<file path="config.mk">
export PLATFORM = sky130hd
export DESIGN_NAME = absorb_fsm_flat
export DESIGN_NICKNAME = d
export VERILOG_FILES = /design/src/rtl/shake_pkg.sv /design/src/rtl/absorb_fsm_if.sv /design/src/rtl/absorb_fsm_buffer_flag.sv /design/src/rtl/absorb_fsm.sv /design/src/flat_wrapper.sv
export SDC_FILE = /design/constraint.sdc
export NUM_CORES = 1
export LEC_CHECK = 0
export ABC_AREA = 1
export CAP_MARGIN = 20
export CORE_ASPECT_RATIO = 0.75
export CORE_MARGIN = 4
export CORE_UTILIZATION = 30
export CTS_BUF_LIST = sky130_fd_sc_hd__clkbuf_16
export CTS_CLUSTER_SIZE = 16
export DETAILED_ROUTE_END_ITERATION = 8
export PLACE_DENSITY = 0.58
export SLEW_MARGIN = 0
export SYNTH_ARGS = -nofsm -noshare
export SYNTH_HDL_FRONTEND = slang
export SYNTH_HIERARCHICAL = 1
export SYNTH_SLANG_ARGS = --single-unit
export TNS_END_PERCENT = 1
</file>
<file path="constraint.sdc">
create_clock -name clk -period 1.97 [get_ports clk]
set_clock_uncertainty 0.15 [all_clocks]
set_input_delay 0.394 -clock clk [delete_from_list [all_inputs] [get_ports clk]]
set_output_delay 0.394 -clock clk [all_outputs]
set_load 0.05 [all_outputs]
</file>
<file path="src/rtl/shake_pkg.sv">
// -----------------------------------------------------------------------------
// shake_pkg
// Shared definitions for the SHAKE core controllers.
//   NUM_ROUNDS     : Keccak-f[1600] rounds per permutation
//   ROUND_W        : width of the round counter / round_index
//   absorb_state_t : one-hot state encoding of the absorb controller
// -----------------------------------------------------------------------------
package shake_pkg;

    localparam int NUM_ROUNDS = 24;
    localparam int ROUND_W    = 5;

    localparam logic [ROUND_W-1:0] LAST_ROUND = ROUND_W'(NUM_ROUNDS - 1);

    // One-hot: any encoding that is not exactly one of these falls into the
    // default branch of the next-state logic and recovers through RESET.
    typedef enum logic [5:0] {
        RESET        = 6'b000001,
        WAIT_BLOCK   = 6'b000010,
        ABSORB       = 6'b000100,
        PERMUTE      = 6'b001000,
        WAIT_SQUEEZE = 6'b010000,
        FINISH       = 6'b100000
    } absorb_state_t;

    function automatic logic is_last_round(input logic [ROUND_W-1:0] cnt);
        return cnt == LAST_ROUND;
    endfunction

endpackage

</file>
<file path="src/rtl/absorb_fsm_if.sv">
// -----------------------------------------------------------------------------
// absorb_fsm_if
// Handshake and control bundle between the absorb controller and its
// neighbours (load stage, dump stage, Keccak datapath).
//   master : the surrounding environment (load/dump stages, datapath)
//   slave  : the absorb controller itself
// Signals:
//   input_buffer_ready_wr   load -> ctrl  buffer filled pulse
//   last_block_in_buffer_wr load -> ctrl  qualifies the pulse: last block
//   input_buffer_ready      ctrl -> load  buffer occupied flag
//   state_reset             ctrl -> dp    zero the Keccak state
//   absorb_enable           ctrl -> dp    XOR buffer into rate lanes
//   round_enable            ctrl -> dp    apply one round
//   round_index             ctrl -> dp    round constant select
//   output_buffer_ready     ctrl -> dump  state is squeezable
//   squeeze_done            dump -> ctrl  state copied pulse
//   squeeze_more            dump -> ctrl  qualifies the pulse: need more
// -----------------------------------------------------------------------------
interface absorb_fsm_if;
    import shake_pkg::*;

    logic               input_buffer_ready_wr;
    logic               last_block_in_buffer_wr;
    logic               input_buffer_ready;
    logic               state_reset;
    logic               absorb_enable;
    logic               round_enable;
    logic [ROUND_W-1:0] round_index;
    logic               output_buffer_ready;
    logic               squeeze_done;
    logic               squeeze_more;

    modport master (
        output input_buffer_ready_wr,
        output last_block_in_buffer_wr,
        output squeeze_done,
        output squeeze_more,
        input  input_buffer_ready,
        input  state_reset,
        input  absorb_enable,
        input  round_enable,
        input  round_index,
        input  output_buffer_ready
    );

    modport slave (
        input  input_buffer_ready_wr,
        input  last_block_in_buffer_wr,
        input  squeeze_done,
        input  squeeze_more,
        output input_buffer_ready,
        output state_reset,
        output absorb_enable,
        output round_enable,
        output round_index,
        output output_buffer_ready
    );

endinterface

</file>
<file path="src/rtl/absorb_fsm_buffer_flag.sv">
// -----------------------------------------------------------------------------
// buffer_flag
// Set/clear flag with set priority plus a side bit captured on set.
//   clk, rst : clock, synchronous active-high reset (clears both bits)
//   set_i    : set the flag and capture side_i
//   clr_i    : clear the flag (loses to set_i in the same cycle)
//   side_i   : qualifier sampled together with set_i
//   flag_o   : flag state
//   side_o   : last captured qualifier
// -----------------------------------------------------------------------------
module buffer_flag (
    input  logic clk,
    input  logic rst,
    input  logic set_i,
    input  logic clr_i,
    input  logic side_i,
    output logic flag_o,
    output logic side_o
);

    logic flag_q, flag_d;
    logic side_q, side_d;

    always_comb begin
        flag_d = flag_q;
        side_d = side_q;
        if (clr_i) begin
            flag_d = 1'b0;
        end
        // Set is evaluated last so it overrides a coincident clear.
        if (set_i) begin
            flag_d = 1'b1;
            side_d = side_i;
        end
    end

    always_ff @(posedge clk) begin
        if (rst) begin
            flag_q <= 1'b0;
            side_q <= 1'b0;
        end else begin
            flag_q <= flag_d;
            side_q <= side_d;
        end
    end

    assign flag_o = flag_q;
    assign side_o = side_q;

endmodule

</file>
<file path="src/rtl/absorb_fsm.sv">
// -----------------------------------------------------------------------------
// absorb_fsm
// Second-stage SHAKE controller: absorbs each buffered block into the Keccak
// state (one XOR cycle followed by NUM_ROUNDS round cycles), then hands the
// state to the dump stage and runs extra permutations on request.
//   clk : clock, all logic on posedge
//   rst : synchronous active-high reset
//   ctl : absorb_fsm_if.slave handshake/control bundle
// All outputs except input_buffer_ready are Moore-decoded from the state.
// -----------------------------------------------------------------------------
module absorb_fsm
    import shake_pkg::*;
(
    input  logic         clk,
    input  logic         rst,
    absorb_fsm_if.slave  ctl
);

    absorb_state_t      state_q, state_d;
    logic [ROUND_W-1:0] cnt_q, cnt_d;
    logic               squeezing_q, squeezing_d;

    logic               flag;
    logic               last_reg;
    logic               flag_clr;

    logic               state_reset;
    logic               absorb_enable;
    logic               round_enable;
    logic [ROUND_W-1:0] round_index;
    logic               output_buffer_ready;

    // Input-buffer-ready flag with the "last block" qualifier alongside.
    buffer_flag u_in_flag (
        .clk    (clk),
        .rst    (rst),
        .set_i  (ctl.input_buffer_ready_wr),
        .clr_i  (flag_clr),
        .side_i (ctl.last_block_in_buffer_wr),
        .flag_o (flag),
        .side_o (last_reg)
    );

    always_ff @(posedge clk) begin
        if (rst) begin
            state_q     <= RESET;
            cnt_q       <= '0;
            squeezing_q <= 1'b0;
        end else begin
            state_q     <= state_d;
            cnt_q       <= cnt_d;
            squeezing_q <= squeezing_d;
        end
    end

    always_comb begin
        state_d             = state_q;
        cnt_d               = cnt_q;
        squeezing_d         = squeezing_q;
        flag_clr            = 1'b0;
        state_reset         = 1'b0;
        absorb_enable       = 1'b0;
        round_enable        = 1'b0;
        round_index         = '0;
        output_buffer_ready = 1'b0;

        case (state_q)
            RESET: begin
                state_reset = 1'b1;
                state_d     = WAIT_BLOCK;
            end

            WAIT_BLOCK: begin
                if (flag) begin
                    state_d = ABSORB;
                end
            end

            ABSORB: begin
                absorb_enable = 1'b1;
                flag_clr      = 1'b1;
                cnt_d         = '0;
                state_d       = PERMUTE;
            end

            PERMUTE: begin
                round_enable = 1'b1;
                round_index  = cnt_q;
                if (is_last_round(cnt_q)) begin
                    // Park the counter at 0 so it never runs past the last round.
                    cnt_d = '0;
                    // A squeeze permutation always returns to the dump stage,
                    // even if a next-message block has since rewritten last_reg.
                    if (squeezing_q || last_reg) begin
                        state_d = WAIT_SQUEEZE;
                    end else begin
                        state_d = WAIT_BLOCK;
                    end
                end else begin
                    cnt_d = cnt_q + ROUND_W'(1);
                end
            end

            WAIT_SQUEEZE: begin
                output_buffer_ready = 1'b1;
                if (ctl.squeeze_done) begin
                    if (ctl.squeeze_more) begin
                        squeezing_d = 1'b1;
                        cnt_d       = '0;
                        state_d     = PERMUTE;
                    end else begin
                        squeezing_d = 1'b0;
                        state_d     = FINISH;
                    end
                end
            end

            FINISH: begin
                // Zero the state before any pending next-message block is absorbed.
                state_reset = 1'b1;
                state_d     = WAIT_BLOCK;
            end

            default: begin
                state_d = RESET;
            end
        endcase
    end

    assign ctl.input_buffer_ready  = flag;
    assign ctl.state_reset         = state_reset;
    assign ctl.absorb_enable       = absorb_enable;
    assign ctl.round_enable        = round_enable;
    assign ctl.round_index         = round_index;
    assign ctl.output_buffer_ready = output_buffer_ready;

endmodule

</file>
<file path="src/flat_wrapper.sv">
// flat-port wrapper written by rule: the top's interface ports become plain ports
module absorb_fsm_flat import shake_pkg::*;
  (clk, rst, ctl_input_buffer_ready_wr, ctl_last_block_in_buffer_wr, ctl_squeeze_done, ctl_squeeze_more, ctl_input_buffer_ready, ctl_state_reset, ctl_absorb_enable, ctl_round_enable, ctl_round_index, ctl_output_buffer_ready);
  absorb_fsm_if ctl_i ();
  input  logic clk;
  input  logic rst;
  input wire logic [$bits(ctl_i.input_buffer_ready_wr)-1:0] ctl_input_buffer_ready_wr;
  input wire logic [$bits(ctl_i.last_block_in_buffer_wr)-1:0] ctl_last_block_in_buffer_wr;
  input wire logic [$bits(ctl_i.squeeze_done)-1:0] ctl_squeeze_done;
  input wire logic [$bits(ctl_i.squeeze_more)-1:0] ctl_squeeze_more;
  output wire logic [$bits(ctl_i.input_buffer_ready)-1:0] ctl_input_buffer_ready;
  output wire logic [$bits(ctl_i.state_reset)-1:0] ctl_state_reset;
  output wire logic [$bits(ctl_i.absorb_enable)-1:0] ctl_absorb_enable;
  output wire logic [$bits(ctl_i.round_enable)-1:0] ctl_round_enable;
  output wire logic [$bits(ctl_i.round_index)-1:0] ctl_round_index;
  output wire logic [$bits(ctl_i.output_buffer_ready)-1:0] ctl_output_buffer_ready;
  assign ctl_i.input_buffer_ready_wr = ctl_input_buffer_ready_wr;
  assign ctl_i.last_block_in_buffer_wr = ctl_last_block_in_buffer_wr;
  assign ctl_i.squeeze_done = ctl_squeeze_done;
  assign ctl_i.squeeze_more = ctl_squeeze_more;
  assign ctl_input_buffer_ready = ctl_i.input_buffer_ready;
  assign ctl_state_reset = ctl_i.state_reset;
  assign ctl_absorb_enable = ctl_i.absorb_enable;
  assign ctl_round_enable = ctl_i.round_enable;
  assign ctl_round_index = ctl_i.round_index;
  assign ctl_output_buffer_ready = ctl_i.output_buffer_ready;
  absorb_fsm u_core (.clk(clk), .rst(rst), .ctl(ctl_i));
endmodule
</file>
**Word-level counts from Yosys, hierarchy flattened**

Cells that the tools add are included.

- Equality and inequality tests: 11
- Reductions and logical operators: 7
- Add/subtract/negate cells: 1
- Mux-type cells: 18

Operator list:

| cell | count |
|---|---|
| $pmux W6 S5 | 1 |
| $mux W5 | 5 |
| $mux W6 | 4 |
| $pmux W5 S3 | 1 |
| $mux W1 | 7 |
| $eq A6 B1 Y1 const B | 1 |
| $eq A6 B2 Y1 const B | 1 |
| $eq A6 B3 Y1 const B | 1 |
| $eq A6 B4 Y1 const B | 1 |
| $eq A6 B5 Y1 const B | 1 |
| $eq A6 B6 Y1 const B | 1 |
| $ne A2 B2 Y1 const B | 3 |
| $reduce_and A3 Y1 | 2 |
| $add A5 B1 Y5 const B | 1 |
| $eq A5 B5 Y1 const B | 1 |
| $reduce_bool A3 Y1 | 1 |
| $ne A2 B1 Y1 const B | 1 |
| $reduce_and A2 Y1 | 1 |
| $reduce_bool A2 Y1 | 1 |
| $reduce_or A2 Y1 | 1 |
| $logic_or A1 B1 Y1 | 1 |

- Output and inout port bits: 10
- Logic and storage cells: 42
- Bits in registers: 14
- Bits of input ports: 6

**Longest topological paths before layout**

Gate-level depths: netlist of run 1.

- Word-level depth: 4
- Mapped depth: 9
- Gate-level depth less buffers: 9

**Hierarchy**

The synthesis of run 1 kept the hierarchy.

Modules (own cells, without submodules):

| module | area an instance (um^2) | sequential area each (um^2) | times used | cells an instance |
|---|---|---|---|---|
| absorb_fsm | 748.2 | 240.2 | 1 | 112 |
| buffer_flag | 72.6 | 40.0 | 1 | 9 |

**Worst setup path before layout of run 1**

No wires, ideal clock.

- Path type: register to output
- Start point: register u_core.state_q[0]
- End point: output ctl_round_index[0]
- Cell stages (with the launch flop): 4
- Buffers on the path: 0
- Data required time: 1.426 ns
- Arrival time: 1.317 ns
- Setup slack: 0.109 ns
- Path through: dfxtp_1 > nor2_4 > nand3_2 > nor2_1

- Longest elaborated chain between the ends: 2

Ends and longest elaborated chain:

| what | RTL line | text |
|---|---|---|
| start, declared | absorb_fsm.sv:19 | `absorb_state_t state_q, state_d;` |
| start signal, assigned | absorb_fsm.sv:50 | `state_q <= state_d;` |
| $eq A6 B4 Y1 | absorb_fsm.sv:67 | `case (state_q)` |
| $mux W5 | absorb_fsm.sv:67 |  |
| end, declared | flat_wrapper.sv:15 | `output wire logic [$bits(ctl_i.round_index)-1:0] ctl_round_index;` |

Every way passes these cells.

**Final worst setup path of run 1**

- Start point: register u_core.state_q[5]
- End point: output ctl_round_enable

- Longest elaborated chain between the ends: 2

Ends and longest elaborated chain:

| what | RTL line | text |
|---|---|---|
| $eq A6 B4 Y1 | absorb_fsm.sv:67 |  |
| $mux W1 | absorb_fsm.sv:67 |  |
| end, declared | flat_wrapper.sv:14 | `output wire logic [$bits(ctl_i.round_enable)-1:0] ctl_round_enable;` |

Every way passes these cells.

==> summary.md, run 1 <==
| Metric | Value |
|---|---|
| Status | completed |
| Required time of the critical path | 1.43 ns |
| Hold Vio Cnt, Final | 0 |
| Critical path class | register to output pin |
| Nets | about 150 |
| Largest net degree at the start of global routing | 10 |
| Syn_nets | 128 |
| Cells after synthesis | 121 |
| Syn. warnings | 6 |
| # IOs | 16 |
| Syn-to-layout area delta | 45.9% |
| Crit end category | output pin |
| Fin. max-slew vios | 0 |
| H-tree lvl count | 1 |
| Leakage Power | between 0.0004 and 0.0005 uW |
| Fillers | 256 |
| Clk_lat worst skew | around 0.24 ns |
| Die Y | 53.3 um |
| CP Max Fanout | 8 |
| CTS tree | built |
| Length in cells of the worst reg-to-reg path | 8 |
| Clock Path Buffers | 2 |
| Mean Syn Cell Area | 6.78 um2 |
| Remaining DRCs | 0 |
| Total CTS buffers | 3 |
| Post-Route WL | 1980 um |
| First-pass GRT wire length | approximately 3400 um |
| DIE WIDTH | 68.4 um |
| WP data arrival | 1.33 ns |
| Layout cells sized above 1 | 28.3% |
| Unrepaired setup endpoints after global routing | yes |
| Post-Syn Area | 821 um2 |
| RR Startpoint | u_core/cnt_q[0] |
| Library cells used by synthesis | 22 |
| HP Start | u_core/u_in_flag/side_o |
| Tmin final | 1.88 ns |
| RePlAce Congestion | 0.852 |
| Combinational Power Share | 29.3% |
| Vias per inst | 4.68 |
| Worst setup startpoint | u_core/state_q[5] |
| Fin Hold WS | 0.343 ns |
| Instance count on the critical path | 4 |
| Placed cell count | 171 |
| Final Cycle Share | 95.3% |
| Layout Cells excl Fill | 174 |
| Post-detailed-placement half-perimeter wirelength | 1600 um |
| Crit path launch type | register |
| Crit-path slowest cell | dfxtp_1 |
| Hold Crit Endpoint | u_core/u_in_flag/side_o |
| Part of the power in registers | 33.5% |
| TNS Setup | 0 ns |
| Die area | 3650 um2 |
| Reg2Reg Capture Point | u_core/state_q[3] |
| Worst path max stage delay | approximately 0.35 ns |
| Hold Crit Depth | 2 |
| Post-layout total power | 989 uW |
| Via count | slightly above 800 |
| Count of input and output buffers | 15 |
| Max-Cap Viols | 0 |
| # diodes | 0 |
| # rows | 16 |
| Vias in the first global route | 743 |
| Clock share of power | 37.2% |
| Worst vdd ir | approximately 0.0005 V |
| Pwr Density | 826 nW/um2 |
| Crit path buf inv count | 1 |
| Cell Int Power | a little under 700 uW |
| Top delay family on crit path | simple AND/OR/NAND/NOR gates |
| Worst-Margin Slew | 0.297 ns |
| CP Cell Sequence | nor2_4 -> nand2_2 -> nor2_4 -> buf_12 |
| Switch Pwr | between 300 and 400 uW |
| Design area | approximately 1200 um2 |
| Starting Density | 31.3% |
| First DRT Iteration DRCs | 49 |
| Commonest non-fill, non-tap cell in the layout | nand2_1 |
| Worst hold path type | register to register |
| Final setup fails | 0 |
| GR Util All Layers | 12.8% |
| Post-synthesis sequential area ratio | approximately 34% |
| Pre-Repair DR Iteration Count | 4 |
| Post-route ant nets | 0 |
| Sink Count | 14 |
| Overflow after GRT | 0 |
| Area after DPL | roughly 1100 um2 |
| Most Frequent Cell on Critical Path | nor2_4 |
| Max Freq | ~0.53 GHz |
| R2r setup slk | about 0.28 ns |
| Synth Register Bits | 14 |
| Sw Share | 30.5% |
| Highest-count cells in the layout ignoring fill and taps | nand2_1 (20), inv_1 (18), dfxtp_1 (14), nand3_1 (12), buf_12 (9) |
| Max-Slew Margin vs Limit | 80.1% |
| Total core area | 2620 um2 |
| WL/cell | ~11 um |
| Worst-path clk slew | 0.04 ns |
| Root Driver | clkbuf_16 |
| Initial antenna violation count | 0 |
-- state kept, by name (all words and copies together) (netlist names) --
signal                   cells
u_core/u_in_flag/side_o      1
u_core/state_q               6
u_core/u_in_flag/flag_o      1
u_core/cnt_q                 5
u_core/squeezing_q           1
-- timing repair --
action                                 4_1_cts  5_1_grt
setup endpoints to repair                    0        5
resized for setup                            0        6
buffers inserted                             0        0
hold buffers                                 0        0
endpoints found under the hold margin        0        0
-- cell usage after synthesis, drive strengths merged --
master,number,area share [%]
buf,2,1.1
nand3,14,9.8
nor2,20,14
o21ai,5,3.5
nor4,1,0.76
nand4,7,5.3
ha,1,1.5
a21oi,10,7.0
inv,21,9.6
or2,1,0.76
nand2,24,12
dfxtp,14,34
nor3,1,0.61
-- worst max-delay path by stage --
stage	endpoint
6_report	ctl_round_enable
5_1_grt	ctl_round_enable
4_1_cts	ctl_round_index[4]
3_5_place_dp	u_core/state_q[3]
3_3_place_gp	ctl_round_index[4]
2_1_floorplan	ctl_round_index[0]
-- stage by stage --
stage / setup slack, ns / utilization [%]
floorplan: 0.109 / -
global placement: 0.332 / 42.0
detailed placement: 0.320 / 42.0
CTS: 0.0593 / 44.9
global route: -0.00917 / 45.7
finish: 0.0926 / 45.7
-- worst register-to-register path: cells and delay by family, from the launching register on --
family                   cells  cell delay (ns)
flip-flops                   1             0.41
AND/OR/NAND/NOR              6             0.65
adder cells (fa/ha/maj)      1             0.27
buffers and inverters        1             0.10
-- layer usage --
metal	part of all wire (%)	wire length (um)	vias to the layer above	GRT usage [%]
li1	-	-	428	-
met1	50	991	362	17.7
met2	43	853	21	17.9
met3	5.8	114	4	4.67
met4	0.81	16	0	4.62
met5	0	0	-	0
-- power groups by stage --
stage          clock network [uW]  logic, uW  registers, uW
6_report                      368        289            332
5_1_grt                       394        312            334
4_1_cts                       376        287            331
3_5_place_dp                    0        286            336
3_3_place_gp                    0        284            336
2_1_floorplan                   0        182            338
-- cell type report --
cell class / count / area [um2] / area share (%)
clock buffer: 3 / 75.1 / 6.27
timing repair buffer: 16 / 245 / 20.5
tap: 36 / 45.0 / 3.76
multi-input combinational: 84 / 473 / 39.5
inverter: 21 / 78.8 / 6.58
sequential: 14 / 280 / 23.4
-- cells by family (layout without fill, tap and decap cells) --
group / count (synthesis) / in the layout / share of synthesized area [%]
and+or+nand+nor: 68 / 68 / 43.1
buffers and inverters: 23 / 40 / 10.7
AOI/OAI and AO/OA: 15 / 15 / 10.5
DFF: 14 / 14 / 34.1
adders and majority gates: 1 / 1 / 1.52
Power figures use the tool's default switching activity.
==> inputs of run 2 (changes only) <==
- CORE_MARGIN: 4 -> 2
- CORE_UTILIZATION: 30 -> 40
- PLACE_DENSITY: 0.58 -> 0.71
==> summary.md, run 2 (synthesis gave the netlist of run 1 again) <==
| Metric | Value |
|---|---|
| Hold_buf cts | 0 |
| First DRT Iteration DRCs | 29 |
| Final setup fails | 0 |
| Die Y | 43.2 um |
| H-tree lvl count | 1 |
| Commonest non-fill, non-tap cell in the layout | nand2_1 |
| WP data arrival | 1.36 ns |
| Number of setup buffers added after CTS | 0 |
| Layout cells sized above 1 | 24.5% |
| Layout Cells excl Fill | 163 |
| Initial antenna violation count | 0 |
| Status | completed |
| Instance count on the critical path | 4 |
| Total CTS buffers | 3 |
| Total core area | roughly 2000 um2 |
| Util after Layout | 58.9% |
| Worst path max stage delay | 0.34 ns |
| CP Cell Sequence | nor2_4 -> nand3_2 -> nor2_1 -> buf_12 |
| Clock Path Buffers | 2 |
| Required time of the critical path | 1.43 ns |
| Pre-Repair DR Iteration Count | 4 |
| RR Startpoint | u_core/cnt_q[0] |
| Length in cells of the worst reg-to-reg path | 8 |
| Vias per inst | between 5 and 6 |
| Max-Cap Viols | 0 |
| Worst-Margin Slew | roughly 0.31 ns |
| Largest regs | u_core/state_q x6, u_core/cnt_q x5 |
| # diodes | 0 |
| Highest-count cells in the layout ignoring fill and taps | nand2_1 (20), inv_1 (18), dfxtp_1 (14), nor2_1 (13), nand3_1 (12) |
| Post-Route WL | slightly above 2000 um |
| Reg with most FFs | u_core/state_q |
| Placed cell count | 159 |
| Overflow after GRT | 0 |
| Root Driver | clkbuf_16 |
| DIE WIDTH | 56.3 um |
| Post-detailed-placement half-perimeter wirelength | about 1600 um |
| Hold Vio Cnt, Final | 0 |
| Max reg flops | 6 |
| Max-Slew Margin vs Limit | around four fifths |
| Resize count post-CTS | 0 |
| # rows | 14 |
| Nets | between 100 and 150 |
| Clk_lat worst skew | 0.24 ns |
| Syn-to-layout area delta | 42.1% |
| Post-route ant nets | 0 |
| # IOs | 16 |
| Worst vdd ir | 0.000723 V |
| Sink Count | 14 |
| R2r setup slk | 0.30 ns |
| CTS tree | built |
| Critical path class | register to output pin |
| End of the critical path | ctl_round_index[0] |
| Tmin final | 1.90 ns |
| Top delay family on crit path | simple AND/OR/NAND/NOR gates |
| Remaining DRCs | 0 |
| WL/cell | 12.7 um |
| Max Freq | about 0.53 GHz |
| GR Util All Layers | 18.2% |
| Final Cycle Share | between 90% and 100% |
| Pwr Density | approximately 860 nW/um2 |
| Starting Density | 41.5% |
| Crit path launch type | register |
| Crit-path slowest cell | dfxtp_1 |
| Fin. max-slew vios | 0 |
| Crit path buf inv count | 1 |
| Via count | 844 |
| Vias in the first global route | approximately 760 |
| First-pass GRT wire length | 3370 um |
| Reg2Reg Capture Point | u_core/state_q[3] |
| Die area | 2430 um2 |
| CP Max Fanout | 7 |
| Count of input and output buffers | 15 |
| Largest net degree at the start of global routing | 10 |
| Worst setup startpoint | u_core/state_q[0] |
| Unrepaired setup endpoints after global routing | yes |
| Leakage Power | 0.000484 uW |
| RePlAce Congestion | 0.862 |
| Worst-path clk slew | around 0.05 ns |
| Crit end category | output pin |
| Worst hold path type | register to register |
==> run 2: changes by cell type in the layout (fill, tap and decap cells not counted), sizes merged <==
cell and delta:
clkinv +1
==> run 2: final cells by class <==
class	count	area, um2
timing repair buffer	16	245
multi-input combinational	84	453
tap	24	30.0
fill	189	813
clock inverter	1	3.75
inverter	21	78.8
clock buffer	3	75.1
sequential	14	280
==> run 2: where the power goes <==
part	switching [uW]	internal, uW
Sequential	25.0	307
Combinational	174	115
Clock	117	268
==> run 2: metal layers <==
layer / part of all wire, % / global-route usage [%] / up-vias
met5: 0 / 0 / -
met4: 1.5 / 6.67 / 0
met3: 5.9 / 4.57 / 4
met2: 48 / 30.4 / 25
met1: 45 / 22.8 / 388
li1: - / - / 427
==> run 2: metrics by stage <==
step | setup TNS, ns | hold WS [ns] | total power [uW] | setup slack, ns | area (um2)
finish | 0 | 0.341 | 1010 | 0.0701 | 1170
global route | -0.00307 | 0.363 | 1050 | -0.00307 | 1170
CTS | 0 | 0.339 | 1010 | 0.0654 | 1170
detailed placement | 0 | 0.329 | 626 | 0.321 | 1090
global placement | 0 | 0.316 | 619 | 0.343 | 1090
floorplan | 0 | 0.305 | 520 | 0.109 | 821
==> run 2: worst min-delay path by stage <==
| stage | cells after the start | endpoint | slack, ns | startpoint |
|---|---|---|---|---|
| floorplan | 2 | u_core/u_in_flag/side_o | 0.30 | u_core/u_in_flag/side_o |
| global route | 2 | u_core/squeezing_q | 0.36 | u_core/squeezing_q |
| global placement | 2 | u_core/u_in_flag/flag_o | 0.32 | u_core/u_in_flag/flag_o |
| finish | 2 | u_core/u_in_flag/side_o | 0.34 | u_core/u_in_flag/side_o |
| CTS | 2 | u_core/u_in_flag/side_o | 0.34 | u_core/u_in_flag/side_o |
| detailed placement | 2 | u_core/u_in_flag/flag_o | 0.33 | u_core/u_in_flag/flag_o |
==> run 2: worst min-delay path, stage by stage (launching register included) <==
cell	delay [ns]
dfxtp_1	0.32
nand2_1	0.08
a21oi_2	0.04
==> inputs of run 3 (changes only) <==
- CORE_ASPECT_RATIO: 0.75 -> unset
- CORE_UTILIZATION: 40 -> 49
- PLACE_DENSITY: 0.71 -> 0.83
- RECOVER_POWER: unset -> 25
==> summary.md, run 3 (synthesis gave the netlist of run 1 again) <==
| Metric | Value |
|---|---|
| Initial antenna violation count | 0 |
| Post-route ant nets | 0 |
| Worst-path clk slew | 0.05 ns |
| Clock Path Buffers | 2 |
| Worst path max stage delay | 0.34 ns |
| Unrepaired setup endpoints after global routing | yes |
| Largest regs | u_core/state_q x6, u_core/cnt_q x5 |
| RePlAce Congestion | between 0.8 and 0.9 |
| Required time of the critical path | approximately 1.4 ns |
| WL/cell | between 10 and 15 um |
| Remaining DRCs | 0 |
| Largest net degree at the start of global routing | 10 |
| GR Util met3 | under 10% |
| WP data arrival | 1.36 ns |
| Worst-Margin Slew | 0.589 ns |
| Most used routing layer | met2 |
| Util after Layout | 74.8% |
| Crit end category | output pin |
| Overflow after GRT | 0 |
| Total CTS buffers | 3 |
| M2 GR Usage | 40.3% |
| Layout cells sized above 1 | 23.7% |
| Max-Slew Margin vs Limit | about 60% |
| Syn-to-layout area delta | 40.4% |
| Met1 GRT Util | around 30% |
| Vias per inst | 5.64 |
| Fin. max-slew vios | 0 |
| Number of setup buffers added after CTS | 0 |
| CTS tree | built |
| Via count | around 900 |
| CP Max Fanout | 7 |
| Max reg flops | 6 |
| Commonest non-fill, non-tap cell in the layout | nand2_1 |
| Final Cycle Share | 96.6% |
| First-pass GRT wire length | 3610 um |
| Count of input and output buffers | 15 |
| Sink Count | 14 |
| Critical path class | register to output pin |
| Starting Density | 53.2% |
| Die Y | 44.9 um |
| DIE WIDTH | roughly 45 um |
| Max Freq | 0.526 GHz |
| Hold Vio Cnt, Final | 0 |
| Leakage Power | between 0.0004 and 0.0005 uW |
| Nets | 147 |
| Pre-Repair DR Iteration Count | 6 |
| Post-detailed-placement half-perimeter wirelength | 1410 um |
| Resize count post-CTS | 0 |
| Fillers | 107 |
| Placed cell count | 151 |
| Worst hold path type | register to register |
| H-tree lvl count | 1 |
| Vias in the first global route | between 800 and 900 |
| CP Cell Sequence | nor2_4 -> nand3_2 -> nor2_1 -> buf_12 |
| # diodes | 0 |
| TNS Setup | 0 ns |
| Highest-count cells in the layout ignoring fill and taps | nand2_1 (20), inv_1 (18), dfxtp_1 (14), nor2_1 (13), nand3_1 (12) |
| Total core area | 1540 um2 |
| Final setup fails | 0 |
| Root Driver | clkbuf_16 |
| Status | completed |
| First DRT Iteration DRCs | 63 |
| Tmin final | 1.90 ns |
| Die area | 2020 um2 |
| Reg with most FFs | u_core/state_q |
| Pwr Density | 872 nW/um2 |
| Clk_lat worst skew | 0.24 ns |
| GR Util All Layers | between 20% and 30% |
| Layout Cells excl Fill | 155 |
| Post-Route WL | 2070 um |
| Hold_buf cts | 0 |
| # IOs | 16 |
| Worst vdd ir | 0.000550 V |
| # rows | 14 |
| Crit path launch type | register |
| Max-Cap Viols | 0 |
| Crit-path slowest cell | dfxtp_1 |
## run 3: cell count changes in the layout (fill, tap and decap cells not counted)
cell             change
buf_4                -1
clkbuf_1             +1
clkdlybuf4s50_1      -1
dlygate4sd3_1        +1
## run 3: stage by stage
step	cell area, um2	power [uW]	hold slack (ns)	worst slack, ns
2_1_floorplan	821	520	0.305	0.109
6_report	1150	1000	0.328	0.0677
3_3_place_gp	1080	615	0.318	0.353
5_1_grt	1150	1060	0.368	-0.0328
3_5_place_dp	1080	622	0.326	0.328
4_1_cts	1160	1010	0.335	0.0643
## run 3: layer usage
metal  vias up  routed length [um]
li1        427                   -
met1       403                 866
met2        42                1030
met3         2                 159
met4         0                  14
met5         -                   0
## run 3: worst paths after layout
path / cells after the start / to / from / slack, ns
worst max register to register: 8 / u_core/state_q[3] / u_core/cnt_q[0] / 0.26
worst min register to register: 2 / u_core/u_in_flag/flag_o / u_core/u_in_flag/flag_o / 0.33
worst min-delay path: 2 / u_core/u_in_flag/flag_o / u_core/u_in_flag/flag_o / 0.33
worst max-delay path: 4 / ctl_round_index[3] / u_core/state_q[0] / 0.07
## run 3: worst max-delay path: cells and delay by family (launching register included)
kind	cells	cell delay [ns]
simple gates	3	0.61
flops	1	0.34
buf+inv	1	0.17
## run 3: power by group
part           internal, uW  switching (uW)  leakage, uW
logic                   113             176     0.000328
clock network           268             116    0.0000385
registers               307            23.4     0.000114
total                   689             316     0.000481
## run 3: layout make-up
class	count	area, um2	area share [%]
multi-input cells	84	453	39.3
flip-flops and latches	14	280	24.3
repair buffers	16	241	21.0
inverters	21	78.8	6.84
clock buffers	3	75.1	6.51
well taps	16	20.0	1.74
clock inverters	1	3.75	0.326
